## src/rtl/aurora_cmd_wbbridge.sv

```systemverilog
// aurora_cmd_wbbridge: turns the Aurora command generator's split address /
// write-data streams into single classic Wishbone cycles and returns read data
// on a one-deep response stream.
// A read is only accepted while the response register is empty, so every read
// has a place to land and response backpressure never stalls a bus cycle.
// Optional: define CMDWB_TIMEOUT_EN to abort a bus cycle that has not
// terminated after TIMEOUT_CYCLES cycles; the abort is handled like err_i.
module aurora_cmd_wbbridge #(
    parameter int          ADDR_BITS      = 22,
    parameter logic [31:0] ERR_VALUE      = 32'hBAD0BAD0,
    parameter int          TIMEOUT_CYCLES = 1024
) (
    input  logic                 aclk,
    input  logic                 areset,
    input  logic [31:0]          s_cmd_addr_tdata,
    input  logic                 s_cmd_addr_tvalid,
    output logic                 s_cmd_addr_tready,
    input  logic [31:0]          s_cmd_data_tdata,
    input  logic                 s_cmd_data_tvalid,
    output logic                 s_cmd_data_tready,
    output logic                 wb_cyc_o,
    output logic                 wb_stb_o,
    output logic                 wb_we_o,
    output logic [ADDR_BITS-1:0] wb_adr_o,
    output logic [31:0]          wb_dat_o,
    output logic [3:0]           wb_sel_o,
    input  logic [31:0]          wb_dat_i,
    input  logic                 wb_ack_i,
    input  logic                 wb_err_i,
    output logic [31:0]          m_resp_tdata,
    output logic                 m_resp_tvalid,
    input  logic                 m_resp_tready,
    output logic                 bus_err
);

    typedef enum logic [1:0] {
        ST_IDLE  = 2'd0,
        ST_WRITE = 2'd1,
        ST_READ  = 2'd2
    } state_t;

    state_t                 state_q, state_d;
    logic                   cyc_q, cyc_d;
    logic                   we_q, we_d;
    logic [ADDR_BITS-1:0]   adr_q, adr_d;
    logic [31:0]            dat_q, dat_d;
    logic                   resp_valid_q, resp_valid_d;
    logic [31:0]            resp_data_q, resp_data_d;
    logic                   bus_err_q, bus_err_d;

    logic                   cmd_is_read;
    logic                   rd_accept;
    logic                   wr_accept;
    logic                   tmo_hit;
    logic                   term;
    logic                   term_err;

    // Address bits above ADDR_BITS (below the read flag) carry no meaning here.
    logic                   unused_ok;
    assign unused_ok = ^{s_cmd_addr_tdata[30:ADDR_BITS], (TIMEOUT_CYCLES > 0)};

    // Accept decisions; the streams are popped only while IDLE and out of reset.
    assign cmd_is_read = s_cmd_addr_tdata[31];
    assign rd_accept   = !areset && (state_q == ST_IDLE) && s_cmd_addr_tvalid
                         && cmd_is_read && !resp_valid_q;
    assign wr_accept   = !areset && (state_q == ST_IDLE) && s_cmd_addr_tvalid
                         && !cmd_is_read && s_cmd_data_tvalid;

    assign s_cmd_addr_tready = rd_accept || wr_accept;
    assign s_cmd_data_tready = wr_accept;

`ifdef CMDWB_TIMEOUT_EN
    localparam int TMO_W = (TIMEOUT_CYCLES > 1) ? $clog2(TIMEOUT_CYCLES) : 1;

    logic [TMO_W-1:0] tmo_cnt_q, tmo_cnt_d;

    assign tmo_hit = cyc_q && !wb_ack_i && !wb_err_i
                     && (tmo_cnt_q == TMO_W'(TIMEOUT_CYCLES - 1));

    // Cycle-age counter: restarts on every accept, counts unterminated bus cycles.
    always_comb begin
        tmo_cnt_d = tmo_cnt_q;
        if (rd_accept || wr_accept) begin
            tmo_cnt_d = '0;
        end else if (cyc_q && !wb_ack_i && !wb_err_i) begin
            tmo_cnt_d = tmo_cnt_q + 1'b1;
        end
    end

    // Timeout counter register.
    always_ff @(posedge aclk) begin
        if (areset) begin
            tmo_cnt_q <= '0;
        end else begin
            tmo_cnt_q <= tmo_cnt_d;
        end
    end
`else
    assign tmo_hit = 1'b0;
`endif

    // A timeout ends the cycle exactly like an error; ack+err counts as error.
    assign term     = cyc_q && (wb_ack_i || wb_err_i || tmo_hit);
    assign term_err = wb_err_i || tmo_hit;

    // Next-state and next-output computation for the bridge FSM.
    always_comb begin
        state_d      = state_q;
        cyc_d        = cyc_q;
        we_d         = we_q;
        adr_d        = adr_q;
        dat_d        = dat_q;
        resp_valid_d = resp_valid_q;
        resp_data_d  = resp_data_q;
        bus_err_d    = 1'b0;

        if (resp_valid_q && m_resp_tready) begin
            resp_valid_d = 1'b0;
        end

        case (state_q)
            ST_IDLE: begin
                if (rd_accept) begin
                    adr_d   = s_cmd_addr_tdata[ADDR_BITS-1:0];
                    we_d    = 1'b0;
                    cyc_d   = 1'b1;
                    state_d = ST_READ;
                end else if (wr_accept) begin
                    adr_d   = s_cmd_addr_tdata[ADDR_BITS-1:0];
                    dat_d   = s_cmd_data_tdata;
                    we_d    = 1'b1;
                    cyc_d   = 1'b1;
                    state_d = ST_WRITE;
                end
            end
            ST_WRITE, ST_READ: begin
                if (term) begin
                    cyc_d     = 1'b0;
                    we_d      = 1'b0;
                    state_d   = ST_IDLE;
                    bus_err_d = term_err;
                    // The response register is known empty here: reads are
                    // only accepted when it is.
                    if (state_q == ST_READ) begin
                        resp_valid_d = 1'b1;
                        resp_data_d  = term_err ? ERR_VALUE : wb_dat_i;
                    end
                end
            end
            default: begin
                state_d = ST_IDLE;
                cyc_d   = 1'b0;
                we_d    = 1'b0;
            end
        endcase
    end

    // Bridge FSM state and all registered outputs.
    always_ff @(posedge aclk) begin
        if (areset) begin
            state_q      <= ST_IDLE;
            cyc_q        <= 1'b0;
            we_q         <= 1'b0;
            adr_q        <= '0;
            dat_q        <= '0;
            resp_valid_q <= 1'b0;
            resp_data_q  <= '0;
            bus_err_q    <= 1'b0;
        end else begin
            state_q      <= state_d;
            cyc_q        <= cyc_d;
            we_q         <= we_d;
            adr_q        <= adr_d;
            dat_q        <= dat_d;
            resp_valid_q <= resp_valid_d;
            resp_data_q  <= resp_data_d;
            bus_err_q    <= bus_err_d;
        end
    end

    assign wb_cyc_o      = cyc_q;
    assign wb_stb_o      = cyc_q;
    assign wb_we_o       = we_q;
    assign wb_adr_o      = adr_q;
    assign wb_dat_o      = dat_q;
    assign wb_sel_o      = 4'hF;
    assign m_resp_tvalid = resp_valid_q;
    assign m_resp_tdata  = resp_data_q;
    assign bus_err       = bus_err_q;

endmodule

```

## config.mk

```make
export PLATFORM = sky130hd
export DESIGN_NAME = aurora_cmd_wbbridge
export DESIGN_NICKNAME = d
export VERILOG_FILES = /design/src/rtl/aurora_cmd_wbbridge.sv
export SDC_FILE = /design/constraint.sdc
export NUM_CORES = 1
export LEC_CHECK = 0
export BUFFER_PORTS_ARGS = -buffer_cell sky130_fd_sc_hd__buf_2
export CAP_MARGIN = 25
export CORE_ASPECT_RATIO = 1.75
export CORE_MARGIN = 5
export CORE_UTILIZATION = 40
export CTS_CLUSTER_DIAMETER = 30
export DETAILED_ROUTE_END_ITERATION = 10
export GPL_TIMING_DRIVEN = 0
export PLACE_DENSITY = 0.73
export SLEW_MARGIN = 40
export SYNTH_ARGS = -nofsm -noshare
export SYNTH_HDL_FRONTEND = slang
export SYNTH_SLANG_ARGS = --single-unit
```

## constraint.sdc

```tcl
create_clock -name aclk -period 1.7 [get_ports aclk]
set_clock_uncertainty 0.1 [all_clocks]
set_input_delay 0.255 -clock aclk [delete_from_list [all_inputs] [get_ports aclk]]
set_output_delay 0.255 -clock aclk [all_outputs]
set_load 0.005 [all_outputs]
```

# ---- Yosys cells after proc, flatten, opt, wreduce, memory -nomap -nowiden
# Cells that the tools add are included.
dict set report word_totals {
  register_bits 92
  in_bits 103
  out_inout_bits 97
  wordCells 53
}
dict set report classes {
  n_eq_ne 4
  mux 17
  n_bitwise 3
  reduce_logical 21
}
# cell count
set op_table {}
lappend op_table {{22-bit two-way mux} 2}
lappend op_table {{32-bit two-way mux} 1}
lappend op_table {{1-bit logical AND} 8}
lappend op_table {{1-bit two-way mux} 8}
lappend op_table {{2-bit two-way mux} 3}
lappend op_table {{3-bit AND reduction} 2}
lappend op_table {{1-bit case mux with 2 select lines} 2}
lappend op_table {{2-bit case mux with 2 select lines} 1}
lappend op_table {{2-bit AND reduction} 2}
lappend op_table {{1-bit logical NOT} 3}
lappend op_table {{3-bit != test, second input constant} 1}
lappend op_table {{1-bit NOT} 3}
lappend op_table {{3-bit OR reduction} 1}
lappend op_table {{2-bit by 1-bit equality test with 1-bit output, second input constant} 1}
lappend op_table {{2-bit equality test, second input constant} 1}
lappend op_table {{2-bit logical NOT} 1}
lappend op_table {{1-bit logical OR} 2}
lappend op_table {{2-bit != test, second input constant} 1}
lappend op_table {{2-bit nonzero test} 1}
lappend op_table {{2-bit OR reduction} 1}

# ---- Longest topological paths before layout
# Gate-level depths: netlist of the first run.
dict set report logic_depth {
  ltp_word 8
  mapped_depth 7
  mapped_depth_nobuf 5
}

# ---- Least setup slack after synthesis of the first run
# Ideal clock, no wire load.
dict set report synth_path {
  path_type {flip-flop to output port}
  from {reg state_q[0]}
  to {out s_cmd_data_tready}
  arrival_ps 1242
  required_time_ps 1345
  path_slack_ps 103
  stages_incl_launch_ff 7
  path_buffers 2
  path_cell_list {dfxtp_1 inv_1 ha_1 and3b_1 and2_4 buf_6 buf_6}
}
dict set report synth_via {
  elab_chain_len 5
}
# element line
set synth_rtl {}
lappend synth_rtl {{from (decl)} 42} ;# state_t state_q, state_d;
lappend synth_rtl {{from (signal assigned)} 170} ;# state_q <= state_d;
lappend synth_rtl {{2-bit logical NOT} 66} ;# assign wr_accept = !areset && (state_q == ST_IDLE) && s_cmd_addr_tvalid
lappend synth_rtl {{1-bit logical AND (2 in a row)} 66}
lappend synth_rtl {{1-bit logical AND (2 in a row)} 67} ;# && !cmd_is_read && s_cmd_data_tvalid;
lappend synth_rtl {{to (decl)} 20} ;# output logic s_cmd_data_tready,
# Every way passes these cells.

# ---- Worst setup path in the final report of the first run
dict set report layout_path {
  from {reg state_q[0]}
  to {out s_cmd_addr_tready}
}
dict set report layout_via {
  elab_chain_len 6
  elab_cells_between_ends 8
  classes_between {8 x reduce/logical}
}
# element line
set layout_rtl {}
lappend layout_rtl {{2-bit logical NOT *} {64, 66}}
lappend layout_rtl {{1-bit logical AND * (2 in a row)} {64, 66}}
lappend layout_rtl {{1-bit logical AND, on equally long branches (2 in a row)} {65, 67}}
lappend layout_rtl {{1-bit logical OR *} 69} ;# assign s_cmd_addr_tready = rd_accept || wr_accept;
lappend layout_rtl {{to (decl)} 17} ;# output logic s_cmd_addr_tready,
# Mark *: on every way between the ends. The rest lies on a longest branch, timed or not.

==> impl_metrics.ini, run 1 <==
[synth]
netlist_top_cells_area = dfxtp_1 46%, o21ai_2 6.5%, nand2b_1 5.3%
synth_area_mm2 = 0.003919
synth_top_area_cell = dfxtp_1
ys_async_sr_fraction_pct = 0
synth_most_common_cell = dfxtp_1
synth.avg_cell_area_um2 = 9.009
synth-edff-count = 0
synthCells = 435
seq_area_frac_synth_pct = 46.49
ys_ff_latch = 91
synth_ff_type = dfxtp_1
synth_top_area_share_pct = 46.49
synth.top_cells.by_count = 91 x dfxtp_1, 40 x a21oi_1, 34 x nor3_1
yosys_warnings = 0
synth_cell_types = 32

[global_route]
antenna_found_initial = 1
grt_pass1_wl_mm = 19.57
grt.overflow.total = 0
grt_pass1_vias = 4083
grt_max_degree = 15
globalRouteTotalUtil_pct = 20.02

[clock_tree]
cts_tree = built
clk_root_buffer_cell = clkbuf_16
clock-sinks = 91
worstSkewPairLatency_ps = 330
cts_made_buffers = 9
clk_pin_slew_ps = 60
clockBufferDepth = 2
htreeDepth = 3

[placed_design]
place_congestion = 0.8256
place_hpwl_mm = 9.584
io_buffers = 185
placedCellCount = 745
post-place-ws_ps = -145.7

[routing]
drt_drc_violations_left = 0
num_vias = 4035
dr.pass1.iters = 4
routed_wl_mm = 12.56
ant_nets = 0
drt_iter0_drc = 139
viasPerCell = 5.254
wl_per_cell_um = 16.36

[finish]
drive_gt1_share_pct = 46.98
fin_cells = 768
final.fill_count = 911
areaGrowthSynthToFinish_pct = 40.90
final_util_pct = 57.96
final_nets = 747

[pwr]
p_leak_nw = 2.424
vdd_drop_max_mv = 0.5074
power.density_mw_per_mm2 = 936.8

[timing]
period_share_pct = 101.9
rsz0062_at_grt = true
fmax_ghz = 0.5773
fin_crit_ps = 1732
final-max-slew-violation-count = 0
setup_ws_ps = -32.09
hold_violations = 0
setup_viol = 2

[critical_path]
crit_arrival_ps = 1380
crit_required_ps = 1340
path_max_fanout = 5
start_kind = flip-flop
critPathCaptureType = output pin
crit_type = reg2out

[floorplanning]
io_pins = 200
core_mm2 = 0.009527
fp.dieW_um = 84.82
die_area_mm2 = 0.01195
rows = 47
die_height_um = 140.9
initial_utilization_pct = 41.13

[status]
status = complete, but fails checks
violations = negative setup slack

[hold_path]
hold_class = in2reg

[job]
drv_cap = 0
## cells in the final DEF, fill, tap and decap left out, drive strengths merged, types with 3 or more instances in the layout
cell type | netlist | final
a21oi | 40 | 40
clkinv | 0 | 3
conb | 1 | 4
nand3 | 32 | 32
o21ai | 33 | 33
nor2 | 18 | 18
nand3b | 17 | 17
o31ai | 22 | 22
buf | 41 | 231
nand2b | 33 | 33
o211ai | 24 | 24
nor3 | 34 | 34
inv | 3 | 3
nor2b | 3 | 3
dfxtp | 91 | 91
clkbuf | 10 | 22
nand2 | 20 | 20
## sequential cells by signal, indices dropped and copies added (netlist names)
register       count
state_q            2
wb_adr_o          22
wb_cyc_o           1
wb_dat_o          32
m_resp_tdata      32
bus_err            1
m_resp_tvalid      1
## layout make-up
class | count | area [um^2] | share of cell area, %
antenna | 1 | 2.502 | 0.04532
buffer | 49 | 306.5 | 5.552
clock buffer | 9 | 225.2 | 4.079
clock inverter | 5 | 56.30 | 1.020
inverter | 3 | 11.26 | 0.2039
multi-input combinational | 293 | 1901 | 34.42
sequential | 91 | 1824 | 33.04
tap | 122 | 152.6 | 2.765
timing repair buffer | 195 | 1042 | 18.88
## worst paths after layout
check                       startpoint                 to  slack, ps  cells after the start
setup / recovery            state_q[0]  s_cmd_addr_tready        -30                      5
hold / removal    s_cmd_data_tdata[16]       wb_dat_o[16]         40                      3
setup reg to reg            state_q[0]       wb_adr_o[15]         50                      7
hold reg to reg        m_resp_tdata[5]    m_resp_tdata[5]        350                      2
## layer usage
layer  wire length, um  track usage [%]
met1              4594            21.33
met3               779            4.495
met5                 0                0
met4               471            10.68
met2              6716            36.06
## cell families (layout without fill, tap and decap cells)
family / after synthesis / count (layout) / share of synthesized area (%)
AOI/OAI and AO/OA: 125 / 125 / 22.54
adders and majority gates: 2 / 2 / 0.6385
buffers and inverters: 54 / 261 / 8.206
DFF: 91 / 91 / 46.49
other: 1 / 5 / 0.09569
and+or+nand+nor: 162 / 162 / 22.03
## power breakdown
part / switching (mW) / internal, mW / leakage, nW / total (mW)
clock network: 0.816 / 1.12 / 0.137 / 1.94
registers: 0.0731 / 2.25 / 0.738 / 2.32
logic: 0.479 / 0.439 / 1.55 / 0.918
total: 1.37 / 3.80 / 2.42 / 5.17
## metrics by stage
step | hold slack, ps | setup TNS, ps | power [mW] | instance area, um^2
CTS | 27.70 | -139.2 | 5.157 | 5374
global route | 42.10 | -734.9 | 5.423 | 5522
detailed placement | 340.5 | -764.9 | 3.161 | 5009
finish | 36.89 | -35.00 | 5.173 | 5522
floorplan | 285.4 | 0 | 2.804 | 3930
global placement | 336.8 | -163.0 | 3.134 | 5009
## critical path: stages, from the launching register on
cell and delay (ps):
dfxtp_2 330, inv_2 70, ha_4 150, nand3b_1 140, nor3_2 190, buf_2 150
## what timing repair did
item | in CTS | in global routing
buffers inserted | 8 | 1
endpoints found under the setup margin | 24 | 36
pin swaps | 4 | 6
gates resized for setup | 10 | 26
cloned | 0 | 2
hold buffers | 0 | 0
Note: power is estimated with default switching activity, not from simulation.
==> inputs of run 2 (changes only) <==
CORE_ASPECT_RATIO = default   (was 1.75)
CTS_BUF_LIST = sky130_fd_sc_hd__clkbuf_8 sky130_fd_sc_hd__clkbuf_16   (was default)
CTS_CLUSTER_SIZE = 16   (was default)
==> run 2 against run 1 <==
The run still ends with negative setup slack left. Critical path depth unchanged. Hold slack lost 7.8 ps. Utilization rose by 0.57 points. Combinational power up 6.6%. Worst setup slack better by 20 ps. First-iteration DRC count up 57%. Die area decreased by 0.65%. Clock-buffer cell count unchanged. Clock power is 19% lower. Final cell count grew 2.0%. Register-to-register slack lost 60 ps. Via count fell by 0.22%. Critical endpoint unchanged. Largest power group unchanged.
==> impl_metrics.ini, run 2 (synthesis gave the netlist of run 1 again) <==
[hold_path]
min_to = wb_dat_o[11]
hold_start = s_cmd_data_tdata[11]
min_path_cells = 3
hold_class = in2reg

[clock_tree]
cts_tree = built
htreeDepth = 3
worstSkewPairLatency_ps = 340
clockBufferDepth = 2
clk_root_buffer_cell = clkbuf_8
cts_made_buffers = 9
clk_pin_slew_ps = 90
clock-sinks = 91

[routing]
viasPerCell = 5.142
dr.pass1.iters = 5
wl_per_cell_um = 15.58
drt_iter0_drc = 218
num_vias = 4026
drt_drc_violations_left = 0
ant_nets = 0
routed_wl_mm = 12.20

[critical_path]
r2r-end = wb_adr_o[21]
start_kind = flip-flop
r2r_cells = 8
crit_required_ps = 1340
crit_start = state_q[0]
crit_type = reg2out
path_max_fanout = 3
r2r-start = state_q[0]
r2r_slack_ps = -10
crit_arrival_ps = 1360
critPathCaptureType = output pin

[finish]
drive_gt1_share_pct = 48.15
layout_common_cells = 203 x buf_2, 88 x dfxtp_1, 36 x a21oi_1
final_util_pct = 58.53
final_nets = 750
finish.instance_area_mm2 = 0.005668
final_common_cell = buf_2
areaGrowthSynthToFinish_pct = 44.64
diodes = 0

[timing]
setup_ws_ps = -11.98
period_share_pct = 100.7
hold_violations = 0
slew_headroom_pct = 63.24
setup_viol = 4
fmax_ghz = 0.5841
fin_crit_ps = 1712
final-max-slew-violation-count = 0
worstMarginPinSlew_ps = 551.5
rsz0062_at_grt = true

[placed_design]
place_area_mm2 = 0.005022
place_hpwl_mm = 8.896
io_buffers = 185
place_congestion = 0.7972

[global_route]
grt_pass1_wl_mm = 18.51
globalRouteTotalUtil_pct = 19.33
antenna_found_initial = 0
grt_pass1_vias = 3875
grt_max_degree = 15
grt.overflow.total = 0

[job]
drv_cap = 0

[status]
violations = negative setup slack
status = complete, but fails checks

[pwr]
total_power_mw = 4.875
p_leak_nw = 2.443
vdd_drop_max_mv = 0.4698
power.density_mw_per_mm2 = 860.0

[floorplanning]
core_mm2 = 0.009684
rows = 36
die_height_um = 109.0
initial_utilization_pct = 40.47
fp.dieW_um = 109.0
io_pins = 200
die_area_mm2 = 0.01188
[run 2: cell count changes in the layout (fill, tap and decap cells not counted), sizes merged]
| cell | change |
|---|---|
| buf | +2 |
| bufinv | +1 |
| clkbuf | +1 |
| clkinv | -3 |
| clkinvlp | +1 |
| diode | -1 |
| inv | +3 |
[run 2: layout make-up]
cell class                      count  area [um^2]
Buffer                             49        322.8
Clock buffer                        9        123.9
Timing Repair Buffer              198         1072
Multi-Input combinational cell    293         2057
Inverter                            3        13.76
Fill cell                         882         4016
Sequential cell                    91         1826
Clock inverter                      7        86.33
Tap cell                          133        166.4
[run 2: critical path, cell delays in order, from the launching register on]
cell,delay (ps)
dfxtp_2,340
inv_4,70
ha_4,140
nand3b_1,140
nor3_4,180
buf_2,160
[run 2: worst max path at each step]
stage	cells after the start	endpoint	slack [ps]
after floorplan	6	s_cmd_data_tready	100
final	5	s_cmd_addr_tready	-10
after global placement	7	s_cmd_data_tready	-90
after global routing	5	s_cmd_addr_tready	-110
after detailed placement	7	s_cmd_data_tready	-130
after CTS	6	s_cmd_data_tready	-130
[run 2: timing repair]
item / in CTS / in global routing
hold buffers: 0 / 0
cloned: 0 / 2
setup endpoints to repair: 16 / 29
pin swaps: 4 / 30
setup buffers: 10 / 1
gates resized for setup: 12 / 54
[run 2: routing by layer]
| metal | global-route usage (%) | part of all wire (%) | vias to the layer above | wire length [um] |
|---|---|---|---|---|
| li1 | - | - | 1953 | - |
| met1 | 24.42 | 43 | 1896 | 5189 |
| met2 | 32.15 | 48 | 151 | 5914 |
| met3 | 4.440 | 6.8 | 26 | 826 |
| met4 | 7.033 | 2.2 | 0 | 271 |
| met5 | 0 | 0 | - | 0 |
[run 2: power by group]
group | switching, mW | total [mW] | internal [mW]
combinational | 0.508 | 0.979 | 0.470
clock | 0.756 | 1.57 | 0.814
sequential | 0.0826 | 2.33 | 2.24
[run 2: metrics by stage]
step / cells / setup slack (ps) / hold slack, ps / TNS [ps]
3_5_place_dp: 756 / -132.8 / 342.4 / -282.5
4_1_cts: 781 / -129.4 / 12.00 / -163.7
3_3_place_gp: 756 / -87.62 / 335.7 / -111.4
2_1_floorplan: 438 / 102.9 / 285.4 / 0
5_1_grt: 783 / -110.9 / 17.17 / -503.3
6_report: 783 / -11.98 / 29.05 / -23.50
==> inputs of run 3 (changes only) <==
GPL_TIMING_DRIVEN = 1   (was 0)
==> run 3 against run 2 <==
Largest power group unchanged. Wire length down 5.6%. Hold slack worse by 3.7 ps. Final cell count shrank 3.8%. Clock-buffer cell count up 2. Via count decreased by 5.1%. Highest routed layer is now met5. Register-to-register slack better by 70 ps. Utilization decreased by 3.8 points. Sequential share of layout area increased by 2.2 points. Global-route usage down 0.70 points. Combinational power fell by 12%. The run still ends with negative setup slack left. Largest cell class is now sequential cells.
==> impl_metrics.ini, run 3 (synthesis gave the netlist of run 1 again) <==
[clock_tree]
worstSkewPairLatency_ps = 350
clockBufferDepth = 2
clk_root_buffer_cell = clkbuf_8
cts_tree = built
cts_made_buffers = 9
htreeDepth = 3
clk_pin_slew_ps = 90
clock-sinks = 91

[pwr]
p_int_mw = 3.555
pwr-share-seq_pct = 48.1
vdd_drop_max_mv = 0.5170
swShare_pct = 26.05
total_power_mw = 4.807
pwr-share-comb_pct = 17.9
p_sw_mw = 1.252
power.density_mw_per_mm2 = 907.2
p_leak_nw = 2.339
clockPowerShare_pct = 34.0

[global_route]
grt.overflow.total = 0
antenna_found_initial = 1
grt_pass1_wl_mm = 17.77
globalRouteTotalUtil_pct = 18.63
grt_pass1_vias = 3654
grt_max_degree = 55

[placed_design]
io_buffers = 186
place_congestion = 0.7845
placedCellCount = 726
place_area_mm2 = 0.004928
place_hpwl_mm = 7.929
post-place-ws_ps = 25.46

[finish]
layout_common_cells = 185 x buf_2, 89 x dfxtp_1, 40 x a21oi_1
final_common_cell = buf_2
finish.instance_area_mm2 = 0.005299
drive_gt1_share_pct = 43.55
diodes = 0
final_nets = 721
areaGrowthSynthToFinish_pct = 35.22
final_util_pct = 54.72
final.fill_count = 946
fin_cells = 753

[hold_path]
min_path_cells = 3
min_to = wb_dat_o[28]
hold_start = s_cmd_data_tdata[28]
hold_class = in2reg

[critical_path]
start_kind = flip-flop
critPathCaptureType = output pin
path_max_fanout = 2
r2r-end = wb_dat_o[29]
r2r-start = state_q[1]
r2r_slack_ps = 60
crit_arrival_ps = 1420
crit_type = reg2out
crit_required_ps = 1340
r2r_cells = 7

[timing]
fin_crit_ps = 1777
setup_ws_ps = -77.37
final-max-slew-violation-count = 0
fmax_ghz = 0.5626
setup_viol = 2
holdWs_ps = 25.36
rsz0062_at_grt = true
period_share_pct = 104.6
hold_violations = 0
tns_ps = -130.8

[routing]
wl_per_cell_um = 15.29
ant_nets = 0
routed_wl_mm = 11.51
drt_iter0_drc = 183
dr.pass1.iters = 4
num_vias = 3822
viasPerCell = 5.076
drt_drc_violations_left = 0

[floorplanning]
io_pins = 200
initial_utilization_pct = 40.47
fp.dieW_um = 109.0
core_mm2 = 0.009684
rows = 36
die_height_um = 109.0
die_area_mm2 = 0.01188

[job]
drv_cap = 0

[status]
violations = negative setup slack
status = complete, but fails checks
[run 3: what timing repair did]
| action | in CTS | in global routing |
|---|---|---|
| hold endpoints to repair | 5 | 0 |
| pin swaps | 4 | 0 |
| endpoints found under the setup margin | 2 | 17 |
| buffers inserted | 6 | 1 |
| hold buffers | 5 | 0 |
| gates resized for setup | 9 | 3 |
[run 3: area by class of cell]
| cell class | count | area [um^2] | area share, % |
|---|---|---|---|
| tap | 133 | 166.4 | 3.141 |
| inverter | 3 | 11.26 | 0.2125 |
| sequential | 91 | 1824 | 34.43 |
| timing repair buffer | 218 | 1251 | 23.61 |
| clock buffer | 11 | 151.4 | 2.857 |
| multi-input combinational | 293 | 1821 | 34.36 |
| clock inverter | 4 | 73.82 | 1.393 |
[run 3: how the worst max path moves through the flow]
| stage | from | to | slack (ps) | cells after the start |
|---|---|---|---|---|
| finish | state_q[1] | s_cmd_addr_tready | -80 | 6 |
| global route | state_q[1] | s_cmd_addr_tready | -200 | 6 |
| CTS | state_q[1] | s_cmd_addr_tready | -90 | 6 |
| detailed placement | state_q[0] | wb_dat_o[30] | 30 | 6 |
| global placement | state_q[0] | s_cmd_data_tready | 50 | 5 |
| floorplan | state_q[0] | s_cmd_data_tready | 100 | 6 |
[run 3: power by group through the flow]
stage / Sequential (mW) / Combinational (mW) / Clock, mW
after floorplan: 2.36 / 0.442 / 0
after global placement: 2.35 / 0.762 / 0
after detailed placement: 2.36 / 0.782 / 0
after CTS: 2.31 / 0.855 / 1.70
after global routing: 2.33 / 0.951 / 1.77
final: 2.31 / 0.860 / 1.64
[run 3: layer usage]
metal,global-route usage [%],vias to the layer above,share of wire (%)
li1,-,1898,-
met1,23.06,1786,42
met2,30.92,118,49
met3,4.500,18,7.3
met4,7.755,2,1.8
met5,0,-,0.11
[run 3: critical path, stage by stage (launching register included)]
cell and delay, ps:
dfxtp_2 340, inv_2 70, ha_4 140, buf_6 90, nand3b_1 110, nor3_2 160, buf_2 160
